$ cat src/rtl/alu_op_sequencer.sv
// Control sequencer for a single-bus ALU datapath: steps one register-to-register
// operation through operand load, execute and write-back, pulsing done at the end.
module alu_op_sequencer #(
  parameter int NUM_REGS = 16,
  parameter int IDX_W    = 4
) (
  input  logic                clock,
  input  logic                clear,
  input  logic                start,
  input  logic [3:0]          op,
  input  logic [IDX_W-1:0]    src_a,
  input  logic [IDX_W-1:0]    src_b,
  input  logic [IDX_W-1:0]    dst,
  output logic [NUM_REGS-1:0] r_out,
  output logic [NUM_REGS-1:0] r_in,
  output logic                y_in,
  output logic                z_in,
  output logic                z_out,
  output logic [3:0]          alu_op,
  output logic                busy,
  output logic                done,
  output logic                err
);

  // state  | meaning
  // IDLE   | waiting for start, no strobes
  // LOAD_A | src_a drives bus, Y loads
  // EXEC   | src_b drives bus (none for NOT), ALU result into Z
  // WB     | Z drives bus, dst loads
  // FIN    | done pulse, err if the op code was illegal
  typedef enum logic [2:0] {
    S_IDLE   = 3'd0,
    S_LOAD_A = 3'd1,
    S_EXEC   = 3'd2,
    S_WB     = 3'd3,
    S_FIN    = 3'd4
  } state_e;

  localparam logic [3:0]          OP_NOT  = 4'd2;
  localparam logic [3:0]          OP_MAX  = 4'd4;
  localparam logic [NUM_REGS-1:0] ONE_HOT = {{(NUM_REGS-1){1'b0}}, 1'b1};

  state_e           state_q, state_d;
  logic [3:0]       op_q, op_d;
  logic [IDX_W-1:0] src_a_q, src_a_d;
  logic [IDX_W-1:0] src_b_q, src_b_d;
  logic [IDX_W-1:0] dst_q, dst_d;
  logic             illegal_q, illegal_d;

  always_ff @(posedge clock) begin
    if (!clear) begin
      state_q   <= S_IDLE;
      op_q      <= '0;
      src_a_q   <= '0;
      src_b_q   <= '0;
      dst_q     <= '0;
      illegal_q <= 1'b0;
    end else begin
      state_q   <= state_d;
      op_q      <= op_d;
      src_a_q   <= src_a_d;
      src_b_q   <= src_b_d;
      dst_q     <= dst_d;
      illegal_q <= illegal_d;
    end
  end

  // Request fields are captured only on acceptance, so inputs are free to move afterwards.
  always_comb begin
    state_d   = state_q;
    op_d      = op_q;
    src_a_d   = src_a_q;
    src_b_d   = src_b_q;
    dst_d     = dst_q;
    illegal_d = illegal_q;
    case (state_q)
      S_IDLE: begin
        if (start) begin
          op_d    = op;
          src_a_d = src_a;
          src_b_d = src_b;
          dst_d   = dst;
          if (op <= OP_MAX) begin
            illegal_d = 1'b0;
            state_d   = S_LOAD_A;
          end else begin
            illegal_d = 1'b1;
            state_d   = S_FIN;
          end
        end
      end
      S_LOAD_A: state_d = S_EXEC;
      S_EXEC:   state_d = S_WB;
      S_WB:     state_d = S_FIN;
      S_FIN: begin
        illegal_d = 1'b0;
        state_d   = S_IDLE;
      end
      default:  state_d = S_IDLE;
    endcase
  end

  always_comb begin
    r_out  = '0;
    r_in   = '0;
    y_in   = 1'b0;
    z_in   = 1'b0;
    z_out  = 1'b0;
    alu_op = '0;
    busy   = (state_q != S_IDLE);
    done   = 1'b0;
    err    = 1'b0;
    case (state_q)
      S_LOAD_A: begin
        r_out = ONE_HOT << src_a_q;
        y_in  = 1'b1;
      end
      S_EXEC: begin
        r_out  = (op_q == OP_NOT) ? '0 : (ONE_HOT << src_b_q);
        z_in   = 1'b1;
        alu_op = op_q;
      end
      S_WB: begin
        z_out = 1'b1;
        r_in  = ONE_HOT << dst_q;
      end
      S_FIN: begin
        done = 1'b1;
        err  = illegal_q;
      end
      default: ;
    endcase
  end

endmodule

$ cat config.mk
export PLATFORM = sky130hd
export DESIGN_NAME = alu_op_sequencer
export DESIGN_NICKNAME = d
export VERILOG_FILES = /design/src/rtl/alu_op_sequencer.sv
export SDC_FILE = /design/constraint.sdc
export NUM_CORES = 1
export LEC_CHECK = 0
export CAP_MARGIN = 20
export CORE_UTILIZATION = 40
export CTS_CLUSTER_SIZE = 16
export DETAILED_ROUTE_END_ITERATION = 6
export HOLD_SLACK_MARGIN = 0.03
export PLACE_DENSITY = 0.88
export SLEW_MARGIN = 20
export SYNTH_ARGS = -nofsm -noshare
export SYNTH_HDL_FRONTEND = slang
export SYNTH_SLANG_ARGS = --single-unit
$ cat constraint.sdc
create_clock -name clock -period 5.6 [get_ports clock]
set_input_delay 1.68 -clock clock [delete_from_list [all_inputs] [get_ports clock]]
set_output_delay 1.68 -clock clock [all_outputs]
set_load 0.02 [all_outputs]
==> impl_metrics.json <==
{
  "outcome": "finished with violations",
  "start_util_pct": 43.82,
  "cp_max_fo": 10,
  "drv_cap": 0,
  "crit_family": "simple AND/OR/NAND/NOR gates",
  "regArea_sq_um": 400.4,
  "dr.pass1.iters": 7,
  "htree_levels": 1,
  "synth_seq_cells": 20,
  "io_pins": 61,
  "clkTransAtPathRegs_ns": 0.11,
  "cp.arrival_ns": 2.57,
  "dp_cells": 242,
  "finalSetupTns_ns": 0,
  "slew_headroom_pct": 41.07,
  "wl_microns": 3029,
  "final_nets": 235,
  "clock-root-buffer": "clkbuf_4",
  "route.detailed.drc": 4,
  "place.gp.congestion": 0.8810,
  "grt_pass1_vias": 1080,
  "power.leakage_uw": 0.0006176,
  "cts_tree": "yes",
  "netlist_top_cells_count": "nand2_1 (39), dfxtp_1 (20), nor2_1 (16), o22ai_1 (13), a21boi_1 (10)",
  "crit_chain": "nor3b_2 > nand4b_1 > o22ai_1 > clkdlybuf4s50_1",
  "wire_per_inst_microns": 12.31,
  "viasPerCell": 5.496,
  "vias": 1352,
  "post_cts_resized": 0,
  "critPathMaxStageDelay_ns": 0.63,
  "core_sq_um": 2853,
  "start_kind": "flip-flop",
  "grt_use_total_pct": 17.88,
  "fmax_mhz": 235.2,
  "finalClockSkew_ns": 0.003456,
  "holdCritPathClass": "flip-flop to flip-flop",
  "fp.dieW_microns": 57.90,
  "endpoint_kind": "output port",
  "yosysMostFrequentCell": "nand2_1",
  "port_buffers": 60,
  "area_growth_pct": 48.35,
  "yosysUniqueCellTypes": 32,
  "critPathSlowestCell": "clkdlybuf4s50_1",
  "path_buf_inv": 1,
  "clock_latency_ns": 0.29,
  "p_total_uw": 332.1,
  "synth-main-ff-cell": "dfxtp_1",
  "power.density_nw_per_um2": 179.1,
  "cp.required_ns": 3.92,
  "setup_viol": 0,
  "fill_cells": 255,
  "cts_sinks": 20,
  "postRouteAntennaNets": 0,
  "globalRouteOverflowTotal": 0,
  "timing.reg2reg.setup_slack_ns": 3.92,
  "drt_iter0_drc": 70,
  "synth_top_area_share_pct": 32.03,
  "diodes": 0,
  "postCtsHoldBufs": 0,
  "rows": 19,
  "syn-num-nets": 179,
  "layout-drive-gt1-share_pct": 5.581,
  "cts_made_buffers": 3,
  "whs_ns": 0.4725,
  "synthTopCellsByArea": "dfxtp_1 (32%), nand2_1 (12%), o22ai_1 (6.5%)",
  "ys_warn_count": 0,
  "rsz0062_at_grt": "no",
  "cts_max_path_buffers": 2,
  "period_share_pct": 75.93,
  "hold_viol": 0,
  "tightestPinTransition_ns": 0.8803,
  "multi_input_area_sq_um": 778.2,
  "synth_edf_count": 0,
  "die_h_microns": 57.90,
  "ir_worst_vdd_v": 0.0001439,
  "post_synth.cell_area_avg_sq_um": 7.812,
  "path_class": "flip-flop to output port",
  "layout.cells.non_filler": 246,
  "grt_max_degree": 22,
  "cts_setup_buffers": 0,
  "violations": "DRC",
  "grt_pass1_wl_microns": 4781,
  "seq_area_frac_synth_pct": 32.03,
  "antenna_found_initial": 0,
  "synth_area_leader_cell": "dfxtp_1",
  "syn_area_sq_um": 1250,
  "hpwl_microns": 2332,
  "synth_cells": 160,
  "drv_slew": 0,
  "dieArea_sq_um": 3352,
  "synthArstFlopShare_pct": 0,
  "finalCriticalPeriod_ns": 4.252
}
[cell families (layout without fill, tap and decap cells)]
family,count (synthesis),count (layout),share of synthesized area (%)
buffers and inverters,9,64,5.705
flip-flops,20,20,32.03
XOR/XNOR,1,1,0.7008
AO/OA/AOI/OAI,36,36,21.02
AND/OR/NAND/NOR,94,94,40.54
[path summary, 6_finish.rpt]
kind                            startpoint        end  cells past startpoint
worst max-delay path            state_q[1]   r_out[9]                      4
worst min-delay path               op_q[3]    op_q[3]                      2
worst max register to register  state_q[2]  illegal_q                      3
worst min register to register     op_q[3]    op_q[3]                      2
[cells in the final DEF (no fill, tap or decap), drive strengths merged]
master / n
o32ai: 5
or4b: 2
or4: 1
dfxtp: 20
nand3b: 4
or3b: 1
o21a: 1
nor3b: 3
nor2: 16
o22ai: 13
a32o: 1
and3: 1
or3: 1
clkdlybuf4s50: 60
xnor2: 1
clkbuf: 4
a21boi: 16
nand2b: 7
nor3: 4
nand4b: 2
and3b: 1
and2: 5
or2: 2
nand2: 40
nand3: 3
nor4b: 1
[metal layers]
metal | global-route usage, % | share of wire [%] | vias to the layer above
met5 | 0 | 0 | -
met4 | 3.741 | 0.69 | 0
met3 | 4.018 | 7.4 | 4
met2 | 28.90 | 44 | 56
met1 | 24.52 | 48 | 611
li1 | - | - | 681
[flip-flops by register name, summed over array words and instances (netlist names)]
name / flops
op_q: 4
illegal_q: 1
state_q: 3
src_b_q: 4
dst_q: 4
src_a_q: 4
[power by group]
group	leakage [uW]	switching [uW]	internal, uW
logic	0.000432	40.1	40.9
registers	0.000164	14.5	154
clock network	0.0000210	43.4	39.6
[cell type report]
| type | count | share of cell area, % |
|---|---|---|
| Clock buffer | 4 | 1.957 |
| Multi-Input combinational cell | 131 | 41.97 |
| Sequential cell | 20 | 21.59 |
| Tap cell | 31 | 2.092 |
| Timing Repair Buffer | 60 | 32.39 |
[stage by stage]
step                utilization [%]  setup slack, ns  area, sq um
floorplan                         -            2.126         1250
global placement              63.73            1.782         1818
detailed placement            63.73            1.713         1818
CTS                           65.00            1.361         1854
global route                  65.00            1.173         1854
finish                        65.00            1.348         1854
[tightest hold or removal path, delay by kind of cell (launching register included)]
family,cells,cell delay [ns]
AO/OA/AOI/OAI,1,0.05
flip-flops,1,0.33
AND/OR/NAND/NOR,1,0.05
(Power assumes the default switching activity.)
==> RTL change: new RTL, config.mk and constraints unchanged <==
Encoding of `state_e`: now Gray code (3 bits for 5 states).
--- a/src/rtl/alu_op_sequencer.sv
+++ b/src/rtl/alu_op_sequencer.sv
@@ -29,11 +29,11 @@
   // WB     | Z drives bus, dst loads
   // FIN    | done pulse, err if the op code was illegal
   typedef enum logic [2:0] {
-    S_IDLE   = 3'd0,
-    S_LOAD_A = 3'd1,
-    S_EXEC   = 3'd2,
-    S_WB     = 3'd3,
-    S_FIN    = 3'd4
+    S_IDLE   = 3'b000,
+    S_LOAD_A = 3'b001,
+    S_EXEC   = 3'b011,
+    S_WB     = 3'b010,
+    S_FIN    = 3'b110
   } state_e;
 
   localparam logic [3:0]          OP_NOT  = 4'd2;
Behaviour: no difference found for any inputs over 10 cycles, from zero or initial values; not proved beyond that.
==> RTL change against the unedited design <==
  * Setup slack improved by 0.15 ns
  * Die area grew 4.5%
  * Largest cell class unchanged
  * Clock power grew 0.8%
  * Sequential share of layout area is 0.84 points lower
  * Maximum frequency increased by 3.6%
  * Register-to-register slack worse by 0.11 ns
  * Combinational power is 8.6% higher
  * Hold slack improved by 0.0057 ns
  * Wire length grew 12%
  * Sequential cell count is the same
  * Power increased by 3.8%
  * Critical path type unchanged
  * Synthesized area is 4.7% higher
  * Final area up 4.0%
==> RTL change: results (changes against the unedited design) <==
| Item | Value | Unit | vs unedited |
|---|---|---|---|
| Cell types with the highest counts after synthesis | nand2_1 (40), dfxtp_1 (20), nor2_1 (14), o22ai_1 (12), a21boi_1 (10) | - |  |
| Final #Nets | 242 | - | +3.0% |
| Sequential-to-total area share from yosys stat | 30.6 | % | -1.4 points |
| Diodes inserted | 0 | - | unchanged |
| Comb power frac | 25.5 | % | +1.1 points |
| Number of nets in the synthesized netlist | 188 | - | +5.0% |
| Stage delay of the slowest cell on the critical path | 0.67 | ns | +0.04 ns |
| Max rail drop VDD | 0.0983 | mV | -32% |
| Hold Path Class | register to register | - |  |
| Leakage power | 0.671 | nW | +8.6% |
| Reg power frac | 50.2 | % | -0.4 points |
| Cell type of the slowest stage on the worst timing path | clkdlybuf4s50_1 | - |  |
| Number of antenna violations at the first check in global routing | 0 | - | unchanged |
| Buffers inserted during post-CTS setup optimization | 0 | - | unchanged |
| Wire length after detailed routing | 3400 | µm | +12% |
| CTS-repair resized insts | 0 | - | unchanged |
| Clock-pin slew on the worst setup and hold paths | 0.11 | ns | about the same |
| Max transition margin | 39.2 | % | -1.9 points |
| Cell types occupying the most area after synthesis | dfxtp_1 (31%), nand2_1 (11%), a21boi_1 (5.7%), o22ai_1 (5.7%), nor2_1 (4.0%) | - |  |
| Placed wire-length estimate | 2590 | µm | +11% |
| Total Negative Setup Slacks | 0 | ns | unchanged |
| Number of H-tree levels | 1 | - | unchanged |
| Root buf cell | clkbuf_4 | - |  |
| GRT Resource Usage Total | 20.3 | % | +2.4 points |
| Via-per-instance ratio | 5.40 | - | -1.8% |
| Count of routing violations after the opening detailed-route iteration | 57 | - | -19% |
| Critical path peak fanout | 22 | - | +12 |
| Status | complete, no violations | - |  |
| Distinct cell type count after synthesis | 43 | - | +34% |
| Clock buffer count from CTS | 3 | - | unchanged |
| Pin count of the biggest net entering global routing | 23 | - | +4.5% |
| DRT Pass-1 Iters | 4 | - | -3 |
| Share of flip-flops with an asynchronous set or reset after synthesis | 0 | % | unchanged |
| Worst-Skew Late Latency | 0.30 | ns |  |
| Wire length of the first global-routing pass | 5550 | µm | +16% |
| Count of input and output buffers | 60 | - | unchanged |
| Layout Skew | 0.00398 | ns | +0.000525 ns |
| Worst-case clock buffer depth | 2 | - | unchanged |
| Net switching power | 0.107 | mW | +9.5% |
| Synth Flop Type | dfxtp_1 | - |  |
| Number of global-route vias before repair | 1334 | - | +24% |
| Top delay family on crit path | simple AND/OR/NAND/NOR gates | - |  |
| Count of filler cells inserted in the layout | 295 | - | +16% |
| Grt ovf | 0 | - | unchanged |
| Synthesis warning total | 0 | - | unchanged |
| Arrival time of data at the critical path endpoint | 2.43 | ns | -0.14 ns |
| Int Pwr | 0.237 | mW | +1.4% |
| Share of cells above drive strength 1 | 6.76 | % | +1.2 points |
| Final GP Congestion | 0.905 | - | +2.7% |
RTL change: cell type report:
type                    instances  area (µm²)  area share (%)
inverters                       1        3.75           0.195
flip-flops and latches         20         400            20.8
well taps                      44        55.1            2.85
multi-input cells             137         833            43.2
repair buffers                 60         601            31.1
clock buffers                   4        36.3            1.88
RTL change: worst register-to-register path: cells and delay by family, from the launching register on:
kind,cells,cell delay [ns]
and+or+nand+nor,2,1.02
DFF,1,0.55
AOI/OAI and AO/OA,1,0.15
RTL change: through the flow:
| stage | instances | area (µm²) | setup slack, ns |
|---|---|---|---|
| floorplan | 169 | 1310 | 2.30 |
| global placement | 262 | 1890 | 1.89 |
| detailed placement | 262 | 1890 | 1.84 |
| CTS | 266 | 1930 | 1.49 |
| global route | 266 | 1930 | 1.38 |
| finish | 266 | 1930 | 1.49 |
RTL change: cells by family (layout without fill, tap and decap cells):
logic type | count (synthesis) | count (layout) | synth area share, %
buf+inv | 12 | 65 | 5.74
simple gates | 100 | 100 | 42.9
compound gates | 37 | 37 | 20.7
flops | 20 | 20 | 30.6
RTL change: worst paths after layout:
kind                                  from         to  slack, ns  cells after the start
worst max register to register  state_q[1]  illegal_q       3.81                      3
worst min-delay path               op_q[3]    op_q[3]       0.48                      2
worst max-delay path            state_q[1]   r_out[0]       1.49                      4
worst min register to register     op_q[3]    op_q[3]       0.48                      2
RTL change: metal layers:
layer | track usage (%) | routed length, µm | vias up | part of all wire (%)
met5 | 0 | 0 | - | 0
met4 | 5.10 | 17 | 0 | 0.50
met1 | 24.9 | 1470 | 659 | 43
li1 | - | - | 714 | -
met2 | 36.4 | 1690 | 61 | 50
met3 | 3.28 | 223 | 2 | 6.6
